$ cat config.mk
export PLATFORM = sky130hd
export DESIGN_NAME = coin_acceptor_front_flat
export DESIGN_NICKNAME = d
export VERILOG_FILES = /design/src/rtl/vend_pkg.sv /design/src/rtl/coin_acceptor_front_if.sv /design/src/rtl/coin_debounce.sv /design/src/rtl/coin_acceptor_front.sv /design/src/flat_wrapper.sv
export SDC_FILE = /design/constraint.sdc
export NUM_CORES = 1
export LEC_CHECK = 0
export CORE_ASPECT_RATIO = 1.25
export CORE_MARGIN = 5
export CORE_UTILIZATION = 26
export CTS_CLUSTER_DIAMETER = 80
export DETAILED_ROUTE_END_ITERATION = 6
export GPL_ROUTABILITY_DRIVEN = 0
export GPL_TIMING_DRIVEN = 0
export PLACE_DENSITY_LB_ADDON = 0.08
export SLEW_MARGIN = 20
export SYNTH_ARGS = -nofsm -noshare
export SYNTH_HDL_FRONTEND = slang
export SYNTH_HIERARCHICAL = 1
export SYNTH_SLANG_ARGS = --single-unit
export TNS_END_PERCENT = 30
$ cat constraint.sdc
create_clock -name clk -period 1.6 [get_ports clk]
set_input_delay 0.48 -clock clk [delete_from_list [all_inputs] [get_ports clk]]
set_output_delay 0.48 -clock clk [all_outputs]
set_load 0.02 [all_outputs]
$ cat src/rtl/vend_pkg.sv
// Shared vending-path definitions: coin codes seen by the vending FSM and the
// state encoding of the coin acceptor front end.
package vend_pkg;

  localparam logic [1:0] COIN_5    = 2'b00;
  localparam logic [1:0] COIN_10   = 2'b01;
  localparam logic [1:0] COIN_BAD  = 2'b10;
  localparam logic [1:0] COIN_IDLE = 2'b11;

  typedef enum logic [2:0] {
    ST_IDLE,
    ST_MEASURE,
    ST_EMIT,
    ST_JAM,
    ST_HOLDOFF,
    ST_SKIP
  } caf_state_t;

endpackage

$ cat src/rtl/coin_acceptor_front_if.sv
// Coin chute bundle: raw beam input towards the front end, coin code and
// status back towards the vending FSM.
interface coin_acceptor_front_if;

  logic       sensor_in;
  logic [1:0] coin;
  logic       coin_vld;
  logic       busy;
  logic       jam;

  modport master (output sensor_in, input coin, coin_vld, busy, jam);
  modport slave  (input sensor_in, output coin, coin_vld, busy, jam);

endinterface

$ cat src/rtl/coin_debounce.sv
// Synchroniser plus stability filter for the beam-break sensor; db follows the
// synchronised beam only after DEBOUNCE consecutive differing samples.
module coin_debounce #(
  parameter int SYNC_STAGES = 2,
  parameter int DEBOUNCE    = 4
) (
  input  logic clk,
  input  logic rst,
  input  logic sensor_in,
  output logic db,
  output logic db_rise,
  output logic db_fall
);

  localparam int DB_W = $clog2(DEBOUNCE + 1);

  logic [SYNC_STAGES-1:0] sync_q;
  logic [DB_W-1:0]        stable_cnt;
  logic                   sync_bit;

  assign sync_bit = sync_q[SYNC_STAGES-1];

  // NOTE: sequential state uses non-blocking assignments so every flop samples
  // pre-edge values regardless of statement order.
  always_ff @(posedge clk or posedge rst) begin
    if (rst) begin
      sync_q     <= '0;
      stable_cnt <= '0;
      db         <= 1'b0;
      db_rise    <= 1'b0;
      db_fall    <= 1'b0;
    end else begin
      sync_q  <= {sync_q[SYNC_STAGES-2:0], sensor_in};
      db_rise <= 1'b0;
      db_fall <= 1'b0;
      if (sync_bit == db) begin
        stable_cnt <= '0;
      end else if (stable_cnt == DB_W'(DEBOUNCE - 1)) begin
        db         <= sync_bit;
        db_rise    <= sync_bit;
        db_fall    <= ~sync_bit;
        stable_cnt <= '0;
      end else begin
        stable_cnt <= stable_cnt + DB_W'(1);
      end
    end
  end

endmodule

$ cat src/rtl/coin_acceptor_front.sv
// Coin acceptor front end: measures the debounced beam-break width, classifies
// it into a coin code, and guards against jams and coins arriving mid-settle.
module coin_acceptor_front
  import vend_pkg::*;
#(
  parameter int SYNC_STAGES = 2,
  parameter int DEBOUNCE    = 4,
  parameter int W5_MIN      = 50,
  parameter int W5_MAX      = 80,
  parameter int W10_MIN     = 100,
  parameter int W10_MAX     = 140,
  parameter int TIMEOUT     = 1000,
  parameter int HOLDOFF     = 16,
  parameter int CNT_W       = 10
) (
  input logic                  clk,
  input logic                  rst,
  coin_acceptor_front_if.slave bus
);

  localparam int               HOLD_W    = $clog2(HOLDOFF + 1);
  localparam logic [CNT_W-1:0] WIDTH_MAX = CNT_W'(TIMEOUT);

  logic              db, db_rise, db_fall;
  caf_state_t        state;
  logic [CNT_W-1:0]  width;
  logic [HOLD_W-1:0] hold_cnt;
  logic [1:0]        coin_q;
  logic              coin_vld_q, busy_q, jam_q;

  coin_debounce #(
    .SYNC_STAGES(SYNC_STAGES),
    .DEBOUNCE   (DEBOUNCE)
  ) u_debounce (
    .clk      (clk),
    .rst      (rst),
    .sensor_in(bus.sensor_in),
    .db       (db),
    .db_rise  (db_rise),
    .db_fall  (db_fall)
  );

  function automatic logic [1:0] classify(input logic [CNT_W-1:0] w);
    if (w >= CNT_W'(W5_MIN) && w <= CNT_W'(W5_MAX))   return COIN_5;
    if (w >= CNT_W'(W10_MIN) && w <= CNT_W'(W10_MAX)) return COIN_10;
    return COIN_BAD;
  endfunction

  always_ff @(posedge clk or posedge rst) begin
    if (rst) begin
      state      <= ST_HOLDOFF;
      width      <= '0;
      hold_cnt   <= HOLD_W'(HOLDOFF);
      coin_q     <= COIN_IDLE;
      coin_vld_q <= 1'b0;
      busy_q     <= 1'b1;
      jam_q      <= 1'b0;
    end else begin
      coin_q     <= COIN_IDLE;
      coin_vld_q <= 1'b0;
      case (state)
        ST_IDLE: begin
          if (db_rise) begin
            width  <= CNT_W'(1);
            state  <= ST_MEASURE;
            busy_q <= 1'b1;
          end
        end
        // A coin whose start was missed (SKIP) is always returned as bad.
        ST_MEASURE, ST_SKIP: begin
          if (width == WIDTH_MAX) begin
            state      <= ST_JAM;
            jam_q      <= 1'b1;
            coin_q     <= COIN_BAD;
            coin_vld_q <= 1'b1;
          end else if (db_fall) begin
            state      <= ST_EMIT;
            coin_q     <= (state == ST_SKIP) ? COIN_BAD : classify(width);
            coin_vld_q <= 1'b1;
          end else if (db) begin
            width <= width + CNT_W'(1);
          end
        end
        ST_EMIT: begin
          state    <= ST_HOLDOFF;
          hold_cnt <= HOLD_W'(HOLDOFF);
        end
        // Level test also covers a release coinciding with the timeout.
        ST_JAM: begin
          if (!db) begin
            state    <= ST_HOLDOFF;
            hold_cnt <= HOLD_W'(HOLDOFF);
            jam_q    <= 1'b0;
          end
        end
        ST_HOLDOFF: begin
          if (db_rise || (hold_cnt == HOLD_W'(1) && db)) begin
            state <= ST_SKIP;
            width <= CNT_W'(1);
          end else if (hold_cnt == HOLD_W'(1)) begin
            state  <= ST_IDLE;
            busy_q <= 1'b0;
          end else begin
            hold_cnt <= hold_cnt - HOLD_W'(1);
          end
        end
        default: begin
          state    <= ST_HOLDOFF;
          hold_cnt <= HOLD_W'(HOLDOFF);
          busy_q   <= 1'b1;
          jam_q    <= 1'b0;
        end
      endcase
    end
  end

  assign bus.coin     = coin_q;
  assign bus.coin_vld = coin_vld_q;
  assign bus.busy     = busy_q;
  assign bus.jam      = jam_q;

endmodule
$ cat src/flat_wrapper.sv
// flat-port wrapper written by rule: the top's interface ports become plain ports
module coin_acceptor_front_flat import vend_pkg::*;
#(
  parameter int SYNC_STAGES = 2,
  parameter int DEBOUNCE    = 4,
  parameter int W5_MIN      = 50,
  parameter int W5_MAX      = 80,
  parameter int W10_MIN     = 100,
  parameter int W10_MAX     = 140,
  parameter int TIMEOUT     = 1000,
  parameter int HOLDOFF     = 16,
  parameter int CNT_W       = 10
)
  (clk, rst, bus_sensor_in, bus_coin, bus_coin_vld, bus_busy, bus_jam);
  coin_acceptor_front_if bus_i ();
  input logic clk;
  input logic rst;
  input wire logic [$bits(bus_i.sensor_in)-1:0] bus_sensor_in;
  output wire logic [$bits(bus_i.coin)-1:0] bus_coin;
  output wire logic [$bits(bus_i.coin_vld)-1:0] bus_coin_vld;
  output wire logic [$bits(bus_i.busy)-1:0] bus_busy;
  output wire logic [$bits(bus_i.jam)-1:0] bus_jam;
  assign bus_i.sensor_in = bus_sensor_in;
  assign bus_coin = bus_i.coin;
  assign bus_coin_vld = bus_i.coin_vld;
  assign bus_busy = bus_i.busy;
  assign bus_jam = bus_i.jam;
  coin_acceptor_front #(.SYNC_STAGES(SYNC_STAGES), .DEBOUNCE(DEBOUNCE), .W5_MIN(W5_MIN), .W5_MAX(W5_MAX), .W10_MIN(W10_MIN), .W10_MAX(W10_MAX), .TIMEOUT(TIMEOUT), .HOLDOFF(HOLDOFF), .CNT_W(CNT_W)) u_core (.clk(clk), .rst(rst), .bus(bus_i));
endmodule
==> summary.txt, run 1 <==
Cells and area
  – Util after Layout: 0.337
  – Fraction of layout instances using a drive strength above 1: 0.335
  – Nets: 202
  – N_diodes: 0
  – Commonest cells after routing, fill and taps aside: dfrtp_1, o21ai_1, buf_4, nand2_1, inv_1
  – Area Overhead vs Synth: 26.4%
  – Finished Layout Cells: 281
  – Most common cell after layout, fill and taps aside: dfrtp_1

Pwr
  – Worst vdd ir: 0.000640 V
  – Static leakage: 0.871 nW
  – Total power: 0.00351 W
  – PwrDens: 1600 nW/um2

Drt
  – Drt wl/cell: 14.2 um
  – Routed vias: 1351
  – Initial drt markers: 35
  – ANT nets after route: 0
  – WL final: 3990 um
  – DR pass1 iterations: 4
  – Drt via density: 4.81
  – # DRC: 0

STA
  – Max Fclk: 571 MHz
  – Setup violators final: 15
  – Slew @ Worst Pin: 0.912 ns
  – Period utilization: 1.09
  – Post-route worst setup slack: -0.151 ns
  – Final hold violations: 0
  – Skew final: 0.00557 ns
  – Fin. max-slew vios: 0
  – RSZ-0062 raised after global routing: yes
  – Final min period: 1.75 ns
  – TNS Setup: -1.04 ns
  – Slew headroom: 0.389
  – Min Hold Slack: 0.357 ns

Yosys
  – Synth async-reset ratio: 1.00
  – Sequential area share after synthesis: 0.450
  – Synth unique cells: 53
  – Ys flop type: dfrtp_1
  – Number of synthesized flops with an enable pin: 0
  – Post-synthesis register bit count: 31
  – Syn avg cell area: 10.0 um2
  – Yosys Warn Count: 6
  – Synthesized cell area: 1740 um2
  – Synthesized Nets: 183
  – Synthesized instance count: 174

Place
  – Inst Count DP: 268
  – IO Port Bufs: 7
  – Hpwl dp: 2820 um

Setup path
  – Critical path's largest stage delay: 0.48 ns
  – Critical path's top delay family: simple AND/OR/NAND/NOR gates
  – Crit path depth: 7
  – CP cell instances: inv_2 -> ha_4 -> or4b_4 -> a311oi_4 -> buf_6 -> o21ai_1 -> a21oi_1
  – CP Launch Type: register
  – Critical-path top delay cell: or4b_4
  – Crit path DAT: 1.96 ns
  – Maximum fanout along the worst path: 8
  – WP data required: 1.81 ns
  – Setup crit end kind: register
  – Buf+Inv Stages, Crit Path: 2
  – R2R depth: 7
  – Setup CP Type: reg -> reg

Floorplan
  – Initial Utilization: 0.267
  – Die H: 101 um
  – DIE AREA: 8430 um2
  – Ports: 8
  – Row count: 33
  – Die X: 83.2 um
  – Core Region: 6520 um2

GRT
  – GRT Util Overall: 0.103
  – Vias in the first global route: 1370
  – Antenna violations before repair: 0
  – GRT Residual Overflow: 0
  – Global-route wire length before repair: 6800 um
  – Pin count of the biggest net entering global routing: 24

CTS
  – Worst-Skew Late Latency: 0.28 ns
  – H-tree lvl count: 2
  – TritonCTS Buffers: 5
  – Clk pin slew, worst setup/hold paths: 0.07 ns
  – Clk buf depth: 2
  – TritonCTS clock tree: built
  – Hold_buf cts: 0
  – Root buffer cell: clkbuf_8
  – Clk sink count: 31

Outcome
  – Status: finished with violations
  – Failing checks: setup timing

Hold path
  – Worst hold stages: 0
  – Worst hold path class: reg -> reg

Run
  – Max cap viols: 0
-- routing by layer --
metal | GRT usage | vias to the layer above | wire length, um
met2 | 0.185 | 15 | 2130
met3 | 0.0293 | 5 | 88
li1 | - | 678 | -
met5 | 0 | - | 0
met1 | 0.114 | 653 | 1700
met4 | 0.0453 | 0 | 75
-- state kept, by name (all words and copies together) (netlist names) --
signal / cells
u_core/bus.coin: 2
u_core/bus.busy: 1
u_core/width: 10
u_core/u_debounce/db_rise: 1
u_core/state: 3
u_core/u_debounce/stable_cnt: 3
u_core/u_debounce/db: 1
u_core/bus.coin_vld: 1
u_core/u_debounce/db_fall: 1
u_core/u_debounce/sync_q: 2
u_core/bus.jam: 1
u_core/hold_cnt: 5
-- worst paths after layout --
| kind | end | slack, ns | start |
|---|---|---|---|
| max | u_core/hold_cnt[2] | -0.15 | u_core/hold_cnt[1] |
| min | u_core/u_debounce/sync_q[1] | 0.36 | u_core/u_debounce/sync_q[0] |
| max reg2reg | u_core/hold_cnt[2] | -0.15 | u_core/hold_cnt[1] |
| min reg2reg | u_core/u_debounce/sync_q[1] | 0.36 | u_core/u_debounce/sync_q[0] |
| max in group asynchronous | u_core/width[1] | 0.51 | rst |
| min in group asynchronous | u_core/u_debounce/stable_cnt[0] | 0.48 | rst |
-- stage by stage --
stage,area (um2),setup slack [ns]
3_3_place_gp,1930,-0.266
3_5_place_dp,1930,-0.270
4_1_cts,2170,-0.216
6_report,2200,-0.151
5_1_grt,2200,-0.247
2_1_floorplan,1750,-0.0935
-- power by group --
| part | leakage (nW) | internal, W | switching, W |
|---|---|---|---|
| registers | 0.388 | 0.000996 | 0.000212 |
| logic | 0.426 | 0.000723 | 0.000819 |
| clock network | 0.0581 | 0.000463 | 0.000301 |
| total | 0.871 | 0.00218 | 0.00133 |
-- final cells by class --
cell class                      instances  area (um2)
Fill cell                             712        4330
Multi-Input combinational cell        121         966
Sequential cell                        31         788
Tap cell                               87         109
Timing Repair Buffer                   13         105
Buffer                                 10        76.3
Clock buffer                            5        68.8
Clock inverter                          3        43.8
Inverter                               11        41.3
-- Yosys cell counts, drive strengths merged, types with 4 or more instances --
master | count | area [um2]
dfrtp | 26 | 651
o21ai | 23 | 115
inv | 11 | 41.3
a21oi | 9 | 45.0
nand2 | 9 | 33.8
buf | 7 | 50.1
nand3 | 7 | 35.0
ha | 6 | 75.1
or3 | 6 | 37.5
dfstp | 5 | 131
nor2 | 5 | 18.8
nor3b | 5 | 37.5
clkbuf | 4 | 15.0
-- timing repair --
| action | CTS | global route |
|---|---|---|
| buffers inserted | 5 | 1 |
| endpoints found under the hold margin | 0 | 0 |
| setup endpoints to repair | 23 | 21 |
| gates resized for setup | 36 | 13 |
| gates cloned | 0 | 0 |
| pin swaps | 8 | 9 |
-- cell families (layout without fill, tap and decap cells) --
kind of cell	after synthesis	in the layout	share of synthesized area
and+or+nand+nor	60	60	0.227
AOI/OAI and AO/OA	53	53	0.208
DFF	31	31	0.450
buffers and inverters	22	42	0.0611
adders and majority gates	6	6	0.0432
xor gates and xnor gates	1	1	0.00504
muxes	1	1	0.00647
No activity file was read; power rests on OpenSTA's default activity.
==> run 2, diff against run 1 <==
==> constraint.sdc (replaced) <==
create_clock -name clk -period 2.1 [get_ports clk]
set_input_delay 0.63 -clock clk [delete_from_list [all_inputs] [get_ports clk]]
set_output_delay 0.63 -clock clk [all_outputs]
set_load 0.02 [all_outputs]
==> summary.txt, run 2 (synthesis results as in run 1) <==
Hold path
  – Worst hold path class: reg -> reg

Place
  – IO Port Bufs: 7
  – Hpwl dp: 2900 um
  – Placed Area: 1920 um2

Floorplan
  – Row count: 33
  – Die X: 83.2 um
  – Core Region: 6520 um2
  – Die H: 101 um
  – DIE AREA: 8430 um2
  – Initial Utilization: 0.267
  – Ports: 8

STA
  – Final min period: 2.03 ns
  – RSZ-0062 raised after global routing: no
  – Skew final: 0.00915 ns
  – Fin. max-slew vios: 0
  – Slew headroom: 0.398
  – Final hold violations: 0
  – Setup violators final: 0
  – Slew @ Worst Pin: 0.897 ns
  – TNS Setup: 0 ns
  – Max Fclk: 494 MHz
  – Period utilization: 0.964

Drt
  – Drt wl/cell: 14.4 um
  – DR pass1 iterations: 4
  – # DRC: 0
  – ANT nets after route: 0
  – Drt via density: 4.89
  – WL final: 3980 um
  – Initial drt markers: 27
  – Routed vias: 1351

CTS
  – Clk sink count: 31
  – Hold_buf cts: 0
  – Root buffer cell: clkbuf_8
  – Clk buf depth: 2
  – TritonCTS clock tree: built
  – Clk pin slew, worst setup/hold paths: 0.07 ns
  – Worst-Skew Late Latency: 0.28 ns
  – TritonCTS Buffers: 5
  – H-tree lvl count: 2

GRT
  – GRT Util Overall: 0.102
  – Vias in the first global route: 1393
  – Pin count of the biggest net entering global routing: 24
  – GRT Residual Overflow: 0
  – Global-route wire length before repair: 6760 um
  – Met3 Use GR: 0.0260
  – Most crowded layer after global routing: met2
  – Antenna violations before repair: 0
  – Met1 Use GR: 0.118
  – Met2 GRT Util: 0.175

Pwr
  – Static leakage: 0.824 nW
  – PwrDens: 1210 nW/um2
  – Worst vdd ir: 0.000557 V

Setup path
  – Critical path's largest stage delay: 0.59 ns
  – CP Launch Type: register
  – Setup CP Type: reg -> out
  – Critical-path top delay cell: clkdlybuf4s50_1
  – Critical path's top delay family: buffers and inverters
  – Setup crit end kind: primary output
  – CP cell instances: clkdlybuf4s50_1
  – Maximum fanout along the worst path: 1
  – Buf+Inv Stages, Crit Path: 1
  – WP data required: 1.47 ns
  – Crit path DAT: 1.40 ns

Run
  – Max cap viols: 0

Cells and area
  – Most common cell after layout, fill and taps aside: dfrtp_1
  – Fraction of layout instances using a drive strength above 1: 0.175
  – Commonest cells after routing, fill and taps aside: dfrtp_1, o21ai_1, inv_1, o21ai_0
  – Nets: 197
  – Footprint of the multi-input gates: 873 um2
  – Area Overhead vs Synth: 18.2%
  – Reg with most FFs: u_core/width
  – Top flop regs: u_core/width x10, u_core/hold_cnt x5
  – Fillers: 699
  – Max reg flops: 10
  – Sequential cell area: 782 um2
  – N_diodes: 0
  – Final Instance Area: 2060 um2

Outcome
  – Status: completed
[run 2: final cells by class]
| cell class | instances | share of cell area |
|---|---|---|
| Multi-Input combinational cell | 121 | 0.425 |
| Timing Repair Buffer | 7 | 0.0353 |
| Tap cell | 87 | 0.0530 |
| Inverter | 11 | 0.0201 |
| Buffer | 11 | 0.0316 |
| Clock inverter | 3 | 0.0213 |
| Clock buffer | 5 | 0.0335 |
| Sequential cell | 31 | 0.380 |
[run 2: final timing paths]
path / start / endpoint / slack, ns / cells after the start
setup reg to reg: u_core/state[2] / u_core/width[9] / 0.16 / 5
hold / removal: u_core/u_debounce/sync_q[0] / u_core/u_debounce/sync_q[1] / 0.36 / 0
max in group asynchronous: rst / u_core/width[2] / 0.91 / 2
setup / recovery: u_core/bus.coin[1] / bus_coin[1] / 0.07 / 1
min in group asynchronous: rst / u_core/u_debounce/sync_q[0] / 0.62 / 2
hold reg to reg: u_core/u_debounce/sync_q[0] / u_core/u_debounce/sync_q[1] / 0.36 / 0
[run 2: worst register-to-register path: cells and delay by family (launching register included)]
family | cells | cell delay (ns)
compound gates | 2 | 0.33
buf+inv | 1 | 0.23
flops | 1 | 0.51
simple gates | 2 | 0.79
[run 2: timing repair]
action                                  in CTS  in global routing
buffers inserted                             0                  0
endpoints found under the setup margin       0                  2
gates resized for setup                      0                  5
[run 2: power breakdown]
part | switching [W] | internal (W) | leakage, nW
combinational | 0.000566 | 0.000432 | 0.372
clock | 0.000231 | 0.000353 | 0.0581
sequential | 0.000149 | 0.000750 | 0.394
total | 0.000945 | 0.00153 | 0.824
[run 2: layer usage]
layer,vias up,share of wire,routed length (um)
met3,7,0.025,98
met5,-,0,0
li1,674,-,-
met1,659,0.45,1810
met2,11,0.50,1990
met4,0,0.022,87
[run 2: through the flow]
stage          power, W  std cells  hold slack, ns   util  setup slack, ns
2_1_floorplan   0.00163        174           0.331      -            0.343
3_5_place_dp    0.00189        268           0.355  0.294            0.132
5_1_grt         0.00268        276           0.385  0.315           0.0307
4_1_cts         0.00250        276           0.372  0.311           0.0183
3_3_place_gp    0.00188        268           0.341  0.294            0.107
6_report        0.00248        276           0.364  0.315           0.0750
==> run 3, diff against run 2 <==
--- a/config.mk
+++ b/config.mk
@@ -13,6 +13,7 @@
 export GPL_ROUTABILITY_DRIVEN = 0
 export GPL_TIMING_DRIVEN = 0
 export PLACE_DENSITY_LB_ADDON = 0.08
+export REMOVE_ABC_BUFFERS = 1
 export SLEW_MARGIN = 20
 export SYNTH_ARGS = -nofsm -noshare
 export SYNTH_HDL_FRONTEND = slang
==> summary.txt, run 3 (synthesis results as in run 1) <==
CTS
  – Clk buf depth: 2
  – H-tree lvl count: 2
  – Worst-Skew Late Latency: 0.29 ns
  – Clk pin slew, worst setup/hold paths: 0.08 ns
  – TritonCTS clock tree: built
  – TritonCTS Buffers: 5
  – Clk sink count: 31
  – Root buffer cell: clkbuf_8

Cells and area
  – Fraction of layout instances using a drive strength above 1: 0.145
  – Nets: 187
  – Reg with most FFs: u_core/width
  – Fillers: 706
  – Util after Layout: 0.308
  – Top flop regs: u_core/width x10, u_core/hold_cnt x5
  – Max reg flops: 10
  – Final Instance Area: 2010 um2
  – Area Overhead vs Synth: 15.4%
  – N_diodes: 0
  – Most common cell after layout, fill and taps aside: dfrtp_1
  – Commonest cells after routing, fill and taps aside: dfrtp_1, o21ai_1, inv_1, o21ai_0

Drt
  – Routed vias: 1332
  – DR pass1 iterations: 4
  – # DRC: 0
  – ANT nets after route: 0
  – Drt via density: 5.01
  – Drt wl/cell: 14.8 um
  – Initial drt markers: 24
  – WL final: 3950 um

STA
  – Period utilization: 0.962
  – Setup violators final: 0
  – Slew @ Worst Pin: 0.914 ns
  – Fin. max-slew vios: 0
  – Max Fclk: 495 MHz
  – Final min period: 2.02 ns
  – RSZ-0062 raised after global routing: no
  – Slew headroom: 0.387
  – Final hold violations: 0
  – Skew final: 0.0116 ns
  – TNS Setup: 0 ns

Place
  – IO Port Bufs: 7
  – Hpwl dp: 2770 um
  – Placed Area: 1860 um2

Pwr
  – PwrDens: 1220 nW/um2
  – Static leakage: 0.788 nW
  – Total power: 0.00246 W
  – Worst vdd ir: 0.000414 V

Floorplan
  – Die H: 101 um
  – DIE AREA: 8430 um2
  – Ports: 8
  – Die X: 83.2 um
  – Initial Utilization: 0.267
  – Core Region: 6520 um2
  – Row count: 33

Outcome
  – Status: completed

GRT
  – Global-route wire length before repair: 6920 um
  – Pin count of the biggest net entering global routing: 24
  – Antenna violations before repair: 0
  – Vias in the first global route: 1428
  – GRT Residual Overflow: 0
  – GRT Util Overall: 0.104

Run
  – Max cap viols: 0

Setup path
  – Setup CP Type: reg -> out
  – Critical-path top delay cell: clkdlybuf4s50_1
  – Critical path's top delay family: buffers and inverters
  – Crit path DAT: 1.39 ns
  – Maximum fanout along the worst path: 1
  – R2R depth: 6
  – WP data required: 1.47 ns
  – Buf+Inv Stages, Crit Path: 1
  – Crit path depth: 1
  – Critical path's largest stage delay: 0.59 ns
  – Setup crit end kind: primary output
  – CP cell instances: clkdlybuf4s50_1
  – CP Launch Type: register

Hold path
  – Worst hold path class: reg -> reg
  – Worst hold stages: 0
[run 3: cell count changes in the layout (fill, tap and decap cells not counted), sizes merged]
cell / change
buf: -6
clkbuf: -4
[run 3: final cells by class]
class                      count  area (um2)  area share
clock inverter                 3        43.8      0.0218
multi-input combinational    121         882       0.440
sequential                    31         782       0.390
inverter                      11        41.3      0.0206
timing repair buffer           8        80.1      0.0399
tap                           87         109      0.0542
clock buffer                   5        68.8      0.0343
[run 3: worst reg2reg max path: stages (launching register included)]
cell      delay [ns]
dfrtp_1         0.39
inv_1           0.08
ha_1            0.16
nor4b_4         0.30
a311oi_4        0.17
or4_4           0.55
o31ai_1         0.21
[run 3: metrics by stage]
step	hold WS (ns)	std cells	setup WS (ns)
after detailed placement	0.337	257	-0.136
after floorplan	0.331	163	0.200
after CTS	0.355	266	0.00888
after global routing	0.369	266	0.000811
after global placement	0.335	257	-0.344
final	0.353	266	0.0789
[run 3: what timing repair did]
item / in CTS / in global routing
hold buffers: 0 / 0
pin swaps: 1 / 0
buffers inserted: 1 / 0
resized for setup: 2 / 2
endpoints found under the setup margin: 3 / 2
[run 3: path summary, 6_finish.rpt]
| check | startpoint | to | slack (ns) |
|---|---|---|---|
| max | u_core/bus.coin[1] | bus_coin[1] | 0.08 |
| min | u_core/u_debounce/sync_q[0] | u_core/u_debounce/sync_q[1] | 0.35 |
| max reg2reg | u_core/hold_cnt[1] | u_core/width[9] | 0.13 |
| min reg2reg | u_core/u_debounce/sync_q[0] | u_core/u_debounce/sync_q[1] | 0.35 |
| max in group asynchronous | rst | u_core/width[6] | 0.91 |
| min in group asynchronous | rst | u_core/u_debounce/stable_cnt[1] | 0.61 |
[run 3: layer usage]
layer  track usage  vias to the layer above  routed length (um)
met5             0                        -                   0
met1         0.114                      666                1810
met4        0.0528                        0                  82
li1              -                      648                   -
met3        0.0269                        8                  83
met2         0.186                       10                1980
[run 3: report_power, final]
part,leakage (nW),internal [W],total (W),switching [W]
clock,0.0581,0.000353,0.000597,0.000244
sequential,0.394,0.000751,0.000991,0.000240
combinational,0.336,0.000396,0.000867,0.000471
total,0.788,0.00150,0.00246,0.000955
==> patch (settings of run 1) <==
`DEBOUNCE` is set to 4 in 3 places; all go to 8.
--- a/src/rtl/coin_debounce.sv
+++ b/src/rtl/coin_debounce.sv
@@ -3,5 +3,5 @@
 module coin_debounce #(
   parameter int SYNC_STAGES = 2,
-  parameter int DEBOUNCE    = 4
+  parameter int DEBOUNCE    = 8
 ) (
   input  logic clk,
--- a/src/rtl/coin_acceptor_front.sv
+++ b/src/rtl/coin_acceptor_front.sv
@@ -5,5 +5,5 @@
 #(
   parameter int SYNC_STAGES = 2,
-  parameter int DEBOUNCE    = 4,
+  parameter int DEBOUNCE    = 8,
   parameter int W5_MIN      = 50,
   parameter int W5_MAX      = 80,
--- a/src/flat_wrapper.sv
+++ b/src/flat_wrapper.sv
@@ -3,5 +3,5 @@
 #(
   parameter int SYNC_STAGES = 2,
-  parameter int DEBOUNCE    = 4,
+  parameter int DEBOUNCE    = 8,
   parameter int W5_MIN      = 50,
   parameter int W5_MAX      = 80,
Function: same outputs for any inputs over 10 cycles, from zero or initial values and one cycle with rst high; that may be too few to reach the edited logic, so the function may still have changed.
==> patch against run 1 <==
  * The flow still finishes with violations (negative setup slack)
  * Sequential share of layout area up 0.85 points
  * Setup slack got worse by 0.061 ns
  * Highest routed layer unchanged
  * Sequential cell count grew 1
  * Non-clock buffer count shrank 3
  * Critical path type unchanged
  * Area after synthesis rose by 4.5%
  * Routed wire length grew 1.9%
  * Largest cell class unchanged
  * Design area rose by 0.63%
Power is not compared: it rests on default switching activity, and its combinational part moved more than twofold at a synthesized area within 25%.
==> patch: results (changes against run 1) <==
{| class="wikitable"
! Metric !! Value
|-
| Sum of net half-perimeters after detailed placement || 2.96 mm (+4.9%)
|-
| Aggregate global-route resource usage || 0.104 (+0.000759)
|-
| Synthesized net count || 189 (+3.3%)
|-
| Proportion of netlist area held by the largest area contributor || 0.372 (-0.00220)
|-
| M1 wire length || 1.79 mm (+5.1%)
|-
| Most frequent cells after synthesis || sky130_fd_sc_hd__dfrtp_1 (27), sky130_fd_sc_hd__o21ai_1 (13), sky130_fd_sc_hd__inv_1 (12)
|-
| Largest fanout on the critical path || 3 (-5)
|-
| DRC marker count from the first detailed-route iteration || 41 (+17%)
|-
| Setup TNS Final || -1.45 ns (-0.417 ns)
|-
| Vias post-DR || 1,440 (+6.6%)
|-
| Status || complete, but fails checks
|-
| Final wirelength || 4.07 mm (+1.9%)
|-
| Final Net Count || 205 (+1.5%)
|-
| DP Worst Slack || -0.277 ns (-0.00741 ns)
|-
| WP data arrival || 2.01 ns (+0.05 ns)
|-
| Met3 global-route usage || 0.0246 (-0.00473)
|-
| Violated checks || negative setup slack
|-
| Mean instance size in the synthesized netlist || 10.1 um2 (+0.98%)
|-
| Drt wl/cell || 14.2 um (-0.20%)
|-
| Met2 Wirelength || 2.10 mm (-1.5%)
|-
| Setup Viol. Count Final || 12 (-3)
|-
| Least setup slack across all paths after layout || -0.212 ns (-0.0606 ns)
|-
| Smallest hold slack || 0.351 ns (-0.00532 ns)
|-
| Largest cells by area after synthesis || sky130_fd_sc_hd__dfrtp_1 (37%), sky130_fd_sc_hd__dfstp_2 (7.2%), sky130_fd_sc_hd__ha_1 (4.1%)
|-
| R2R depth || 6 (-1)
|}
==> patch: layout make-up <==
| cell class | instances | area (um2) |
|---|---|---|
| Fill cell | 746 | 4680 |
| Clock buffer | 6 | 72.6 |
| Tap cell | 90 | 113 |
| Timing Repair Buffer | 10 | 75.1 |
| Clock inverter | 2 | 35.0 |
| Inverter | 12 | 45.0 |
| Sequential cell | 32 | 812 |
| Buffer | 10 | 80.1 |
| Multi-Input combinational cell | 125 | 980 |
==> patch: cells by family (layout without fill, tap and decap cells) <==
logic type | Yosys count | count (layout) | share of synthesized area
AOI/OAI and AO/OA | 54 | 54 | 0.206
xor gates and xnor gates | 2 | 2 | 0.00964
adders and majority gates | 6 | 6 | 0.0413
buffers and inverters | 23 | 40 | 0.0606
DFF | 32 | 32 | 0.444
muxes | 1 | 1 | 0.00826
and+or+nand+nor | 62 | 62 | 0.230
==> patch: repair_timing <==
action	CTS	global route
buffers inserted	3	0
setup endpoints to repair	23	20
pin swaps	5	7
resized for setup	31	9
endpoints found under the hold margin	0	0
cloned	0	0
